$ cat src/rtl/abs_diff_pkg.sv
// Shared types and helpers for the approximate absolute-difference pipeline.
// Functions operate on MAX_W-bit values; callers zero-extend and slice back to their width.
package abs_diff_pkg;

    localparam int MAX_W = 32;

    typedef enum logic [1:0] {
        MODE_EXACT   = 2'd0,
        MODE_TRUNC   = 2'd1,
        MODE_BOUNDED = 2'd2
    } mode_e;

    function automatic logic [MAX_W-1:0] abs_diff(input logic [MAX_W-1:0] x,
                                                  input logic [MAX_W-1:0] y);
        return (x >= y) ? (x - y) : (y - x);
    endfunction

    // Ones everywhere except the n low bits, which approximate modes drop.
    function automatic logic [MAX_W-1:0] trunc_mask(input int n);
        return ~((MAX_W'(1) << n) - MAX_W'(1));
    endfunction

endpackage

$ cat src/rtl/abs_diff_approx_pipe_if.sv
// Operand/result stream bundle: valid/ready on both the operand and the result side.
interface abs_diff_approx_pipe_if #(
    parameter int WIDTH = 4
);
    logic             in_valid;
    logic             in_ready;
    logic [WIDTH-1:0] a;
    logic [WIDTH-1:0] b;
    logic [1:0]       mode;
    logic             out_valid;
    logic             out_ready;
    logic [WIDTH-1:0] diff;
    logic [WIDTH-1:0] err;

    modport master (
        output in_valid, a, b, mode, out_ready,
        input  in_ready, out_valid, diff, err
    );

    modport slave (
        input  in_valid, a, b, mode, out_ready,
        output in_ready, out_valid, diff, err
    );
endinterface

$ cat src/rtl/abs_diff_err_stats.sv
// Running error statistics over accepted results: sample count, max error, violations.
// Clear takes priority over a same-cycle transfer, which is then not counted.
module abs_diff_err_stats #(
    parameter int WIDTH = 4,
    parameter int ET    = 2,
    parameter int CNT_W = 16
) (
    input  logic             clk,
    input  logic             rst,
    input  logic             hs_i,
    input  logic [WIDTH-1:0] err_i,
    input  logic             clear_i,
    output logic [CNT_W-1:0] sample_cnt_o,
    output logic [WIDTH-1:0] max_err_o,
    output logic [CNT_W-1:0] viol_cnt_o
);

    localparam logic [CNT_W-1:0] CNT_MAX = '1;
    localparam logic [WIDTH-1:0] ET_W    = WIDTH'(ET);

    logic [CNT_W-1:0] sample_q, sample_d;
    logic [CNT_W-1:0] viol_q, viol_d;
    logic [WIDTH-1:0] max_q, max_d;

    function automatic logic [CNT_W-1:0] sat_inc(input logic [CNT_W-1:0] v);
        return (v == CNT_MAX) ? v : v + 1'b1;
    endfunction

    always_comb begin
        sample_d = sample_q;
        viol_d   = viol_q;
        max_d    = max_q;
        if (hs_i) begin
            sample_d = sat_inc(sample_q);
            if (err_i > max_q) max_d = err_i;
            if (err_i > ET_W)  viol_d = sat_inc(viol_q);
        end
    end

    always_ff @(posedge clk) begin
        if (rst || clear_i) begin
            sample_q <= '0;
            viol_q   <= '0;
            max_q    <= '0;
        end else begin
            sample_q <= sample_d;
            viol_q   <= viol_d;
            max_q    <= max_d;
        end
    end

    assign sample_cnt_o = sample_q;
    assign viol_cnt_o   = viol_q;
    assign max_err_o    = max_q;

endmodule

$ cat src/rtl/abs_diff_approx_pipe.sv
// Two-stage |a-b| pipeline with exact, truncated and error-bounded output modes,
// plus in-system error statistics on the result handshake.
module abs_diff_approx_pipe
    import abs_diff_pkg::*;
#(
    parameter int WIDTH      = 4,
    parameter int TRUNC_BITS = 2,
    parameter int ET         = 2,
    parameter int CNT_W      = 16
) (
    input  logic                  clk,
    input  logic                  rst,
    abs_diff_approx_pipe_if.slave bus,
    input  logic                  clear_stats,
    output logic [CNT_W-1:0]      sample_cnt,
    output logic [WIDTH-1:0]      max_err,
    output logic [CNT_W-1:0]      viol_cnt
);

    localparam logic [MAX_W-1:0] MASK_FULL = trunc_mask(TRUNC_BITS);
    localparam logic [WIDTH-1:0] MASK      = MASK_FULL[WIDTH-1:0];
    localparam logic [WIDTH-1:0] ET_W      = WIDTH'(ET);

    logic             s1_vld_q, s2_vld_q;
    logic [WIDTH-1:0] exact_q;
    logic [1:0]       mode_q;
    logic [WIDTH-1:0] diff_q, diff_d;
    logic [WIDTH-1:0] err_q, err_d;
    logic [MAX_W-1:0] exact_full;
    logic [WIDTH-1:0] exact_d, trunc_v, trunc_e;
    logic             s1_adv, in_fire, out_fire;

    assign s1_adv       = !s2_vld_q || bus.out_ready;
    assign bus.in_ready = !s1_vld_q || s1_adv;
    assign in_fire      = bus.in_valid && bus.in_ready;
    assign out_fire     = s2_vld_q && bus.out_ready;

    // Stage 1: exact absolute difference, captured with the mode at the handshake
    assign exact_full = abs_diff(MAX_W'(bus.a), MAX_W'(bus.b));
    assign exact_d    = exact_full[WIDTH-1:0];

    always_ff @(posedge clk) begin
        if (in_fire) begin
            exact_q <= exact_d;
            mode_q  <= bus.mode;
        end
    end

    // Stage 2: apply the approximation selected for this operand pair
    always_comb begin
        trunc_v = exact_q & MASK;
        trunc_e = exact_q - trunc_v;
        diff_d  = exact_q;
        err_d   = '0;
        case (mode_q)
            MODE_TRUNC: begin
                diff_d = trunc_v;
                err_d  = trunc_e;
            end
            MODE_BOUNDED: begin
                if (trunc_e <= ET_W) begin
                    diff_d = trunc_v;
                    err_d  = trunc_e;
                end
            end
            default: ;
        endcase
    end

    always_ff @(posedge clk) begin
        if (rst) begin
            s1_vld_q <= 1'b0;
            s2_vld_q <= 1'b0;
            diff_q   <= '0;
            err_q    <= '0;
        end else begin
            if (bus.in_ready) s1_vld_q <= bus.in_valid;
            if (s1_adv)       s2_vld_q <= s1_vld_q;
            if (s1_adv && s1_vld_q) begin
                diff_q <= diff_d;
                err_q  <= err_d;
            end
        end
    end

    assign bus.out_valid = s2_vld_q;
    assign bus.diff      = diff_q;
    assign bus.err       = err_q;

    abs_diff_err_stats #(
        .WIDTH (WIDTH),
        .ET    (ET),
        .CNT_W (CNT_W)
    ) u_stats (
        .clk          (clk),
        .rst          (rst),
        .hs_i         (out_fire),
        .err_i        (err_q),
        .clear_i      (clear_stats),
        .sample_cnt_o (sample_cnt),
        .max_err_o    (max_err),
        .viol_cnt_o   (viol_cnt)
    );

endmodule

$ cat src/flat_wrapper.sv
// flat-port wrapper written by rule: the top's interface ports become plain ports
module abs_diff_approx_pipe_flat import abs_diff_pkg::*;
#(
    parameter int WIDTH      = 4,
    parameter int TRUNC_BITS = 2,
    parameter int ET         = 2,
    parameter int CNT_W      = 16
)
  (clk, rst, clear_stats, sample_cnt, max_err, viol_cnt, bus_in_valid, bus_a, bus_b, bus_mode, bus_out_ready, bus_in_ready, bus_out_valid, bus_diff, bus_err);
  abs_diff_approx_pipe_if #(.WIDTH(WIDTH)) bus_i ();
  input  logic clk;
  input  logic rst;
  input  logic clear_stats;
  output logic [CNT_W-1:0] sample_cnt;
  output logic [WIDTH-1:0] max_err;
  output logic [CNT_W-1:0] viol_cnt;
  input wire logic [$bits(bus_i.in_valid)-1:0] bus_in_valid;
  input wire logic [$bits(bus_i.a)-1:0] bus_a;
  input wire logic [$bits(bus_i.b)-1:0] bus_b;
  input wire logic [$bits(bus_i.mode)-1:0] bus_mode;
  input wire logic [$bits(bus_i.out_ready)-1:0] bus_out_ready;
  output wire logic [$bits(bus_i.in_ready)-1:0] bus_in_ready;
  output wire logic [$bits(bus_i.out_valid)-1:0] bus_out_valid;
  output wire logic [$bits(bus_i.diff)-1:0] bus_diff;
  output wire logic [$bits(bus_i.err)-1:0] bus_err;
  assign bus_i.in_valid = bus_in_valid;
  assign bus_i.a = bus_a;
  assign bus_i.b = bus_b;
  assign bus_i.mode = bus_mode;
  assign bus_i.out_ready = bus_out_ready;
  assign bus_in_ready = bus_i.in_ready;
  assign bus_out_valid = bus_i.out_valid;
  assign bus_diff = bus_i.diff;
  assign bus_err = bus_i.err;
  abs_diff_approx_pipe #(.WIDTH(WIDTH), .TRUNC_BITS(TRUNC_BITS), .ET(ET), .CNT_W(CNT_W)) u_core (.clk(clk), .rst(rst), .bus(bus_i), .clear_stats(clear_stats), .sample_cnt(sample_cnt), .max_err(max_err), .viol_cnt(viol_cnt));
endmodule
$ cat config.mk
export PLATFORM = sky130hd
export DESIGN_NAME = abs_diff_approx_pipe_flat
export DESIGN_NICKNAME = d
export VERILOG_FILES = /design/src/rtl/abs_diff_pkg.sv /design/src/rtl/abs_diff_approx_pipe_if.sv /design/src/rtl/abs_diff_err_stats.sv /design/src/rtl/abs_diff_approx_pipe.sv /design/src/flat_wrapper.sv
export SDC_FILE = /design/constraint.sdc
export NUM_CORES = 1
export LEC_CHECK = 0
export CAP_MARGIN = 20
export CORE_MARGIN = 1
export CORE_UTILIZATION = 50
export DETAILED_ROUTE_END_ITERATION = 8
export HOLD_SLACK_MARGIN = 0.1
export PLACE_DENSITY = 0.91
export SLEW_MARGIN = 20
export SYNTH_ARGS = -nofsm -noshare
export SYNTH_HDL_FRONTEND = slang
export SYNTH_SLANG_ARGS = --single-unit
$ cat constraint.sdc
create_clock -name clk -period 2.4 [get_ports clk]
set_input_delay 0.36 -clock clk [delete_from_list [all_inputs] [get_ports clk]]
set_output_delay 0.36 -clock clk [all_outputs]
set_load 0.005 [all_outputs]
==> summary.md <==
| Metric | Value |
|---|---|
| Net count, final | `384` |
| Avg Inst Size Synth | `8.72 um2` |
| Post-route cell area | `3300 um2` |
| H-tree levels | `2` |
| Clock Tree Root | `clkbuf_8` |
| Placed cells | `414` |
| Yosys Warn Count | `0` |
| Commonest non-fill, non-tap cell in the layout | `clkdlybuf4s50_1` |
| Register area share after synthesis | `0.396` |
| Final period util | `0.900` |
| Max Slew Vio Count | `0` |
| Pwr per Cell Area | `459 nW/um2` |
| Max Cap Viol | `0` |
| Die W | `73.9 um` |
| Dpl hpwl | `4270 um` |
| GP Congestion | `0.847` |
| Worst IR drop on VDD | `about 0.00023 V` |
| 1st-pass router iterations | `4` |
| Worst min-delay path class | `register to register` |
| Pre-CTS setup slack | `-47.9 ps` |
| CTS Sinks | `48` |
| Final Non-Filler Cells | `approximately 420` |
| Via count | `2299` |
| Synth top area share | `0.326` |
| Post-route worst setup slack | `240 ps` |
| P_leak | `1.23 nW` |
| WL/cell | `13.3 um` |
| 1st-iter DRT viols | `107` |
| DR vias/cell | `approximately 5.4` |
| Fillers | `391` |
| Grt total ovfl | `0` |
| Reg clk slew, reported paths | `80 ps` |
| CP Data Required Time | `2450 ps` |
| Post-DP Area | `3200 um2` |
| Skew-Pair Late Insertion Delay | `310 ps` |
| Ant diodes | `0` |
| CP Launch Type | `input pin` |
| CTS tree | `built` |
| Rows | `25` |
| Synth async-reset ratio | `0` |
| Post-CTS Setup Bufs | `0` |
| CTS Buf Count | `5` |
| Final wirelength | `5620 um` |
| Number of library cell types mapped by synthesis | `52` |
| Chip height | `73.9 um` |
| Post-synth EDFFs | `6` |
| Final hold vios | `0` |
| Die Area | `5450 um2` |
| Cells after Synth | `296` |
| Hold_buf cts | `0` |
| Final antenna-violating net count | `0` |
| Port buffer count | `56` |
| Mapped cell area | `2580 um2` |
| Total track usage | `0.219` |
| Critical path fanouts, max | `3` |
| Prevailing post-synth register cell | `dfxtp_1` |
| Fraction of layout cells with a size suffix above 1 | `0.0676` |
| # DRC | `0` |
| Slew HR | `0.625` |
| Final Critical Period | `2160 ps` |
| Most frequent cells in the layout | `56 x clkdlybuf4s50_1, 44 x nor2_1, 42 x dfxtp_1` |
| Post-synth top area cell | `dfxtp_1` |
| CP Data Arrival Time | `roughly 2200 ps` |
| Slew at the pin with the worst max-slew slack | `560 ps` |
| Area Growth Syn to Fin | `27.7%` |
| Fmax | `463 MHz` |
| Clock Skew | `13.4 ps` |
| First-pass GRT wire length | `9120 um` |
| Max Root-Sink Buffers | `2` |
| RSZ-0062 raised after global routing | `no` |
| CP endpoint kind | `register` |
| Critical setup path kind | `input pin to register` |
| Status | `complete, no violations` |
| Number of synthesized register bits | `48` |
| IO Count | `61` |
| Initial Utilization | `0.532` |
| Count of final setup violators | `0` |
| Largest net degree at the start of global routing | `21` |
| Core box area | `4850 um2` |
| Initial antenna violation count | `0` |
| Vias in the first global route | `between 2000 and 2500` |
| Top post-synthesis cells by area | `dfxtp_1 33%, edfxtp_1 7.0%, nor2_1 6.4%` |
| Cts repair resizes | `0` |
| R2r setup slk | `520 ps` |
==> critical path, cell delays in order <==
cell and delay, ps:
clkdlybuf4s50_1 480, inv_1 50, ha_1 210, fa_1 430, a21boi_0 170, o21ai_0 130, a32oi_1 270, xor2_1 110
==> power breakdown <==
group | switching (mW) | internal (mW)
Combinational | 0.0808 | 0.0790
Clock | 0.270 | 0.236
Sequential | 0.0127 | 0.833
Total | 0.364 | 1.15
==> registers in the layout, indices dropped and copies added (netlist names) <==
register	count
u_core.s1_vld_q	1
u_core.bus.diff	4
u_core.u_stats.sample_cnt_o	16
u_core.bus.err	2
u_core.u_stats.max_err_o	2
u_core.exact_q	4
u_core.u_stats.viol_cnt_o	16
u_core.bus.out_valid	1
u_core.mode_q	2
==> metal layers <==
metal  up-vias  track usage  share of wire
li1       1141            -              -
met1      1091        0.233           0.42
met2        59        0.393           0.52
met3         8       0.0590          0.046
met4         0        0.109         0.0094
met5         -            0              0
==> per-stage QoR <==
step | TNS, ps | utilization | hold WS, ps | total power, mW
floorplan | 0 | - | 453 | 0.960
global placement | 0 | 0.660 | 466 | 1.01
detailed placement | -47.9 | 0.660 | 473 | 1.02
CTS | 0 | 0.680 | 504 | 1.52
global route | 0 | 0.680 | 540 | 1.57
finish | 0 | 0.680 | 501 | 1.51
==> synth_stat cells (all sizes together), types with 3 or more instances <==
master / n
a21oi: 15
and2: 5
and3: 5
and4: 4
buf: 10
clkbuf: 3
dfxtp: 42
edfxtp: 6
ha: 13
inv: 19
mux2i: 6
nand2: 17
nand3: 13
nand4: 12
nor2: 44
nor2b: 4
nor3: 8
nor4: 4
o21ai: 14
xnor2: 12
xor2: 9
==> area by class of cell <==
class	instances	area, um2	area share
Multi-Input combinational cell	219	1430	0.432
Sequential cell	48	1020	0.310
Timing Repair Buffer	61	598	0.181
Tap cell	67	83.8	0.0254
Clock buffer	6	82.6	0.0251
Inverter	19	71.3	0.0216
Clock inverter	2	13.8	0.00418
==> final timing paths <==
path | start | end | cells past startpoint
max | bus_a[0] | u_core.exact_q[2] | 8
min | u_core.exact_q[3] | u_core.bus.diff[3] | 2
max reg2reg | u_core.u_stats.sample_cnt_o[0] | u_core.u_stats.sample_cnt_o[0] | 6
min reg2reg | u_core.exact_q[3] | u_core.bus.diff[3] | 2
==> kinds of logic (layout without fill, tap and decap cells) <==
logic type	Yosys count	after routing	synth area share
muxes	6	6	0.0233
xor gates and xnor gates	21	21	0.0713
and+or+nand+nor	126	126	0.254
other	1	4	0.00145
AOI/OAI and AO/OA	47	47	0.119
DFF	48	48	0.396
buffers and inverters	32	88	0.0567
adders and majority gates	15	15	0.0785
Note: power is estimated with default switching activity, not from simulation.
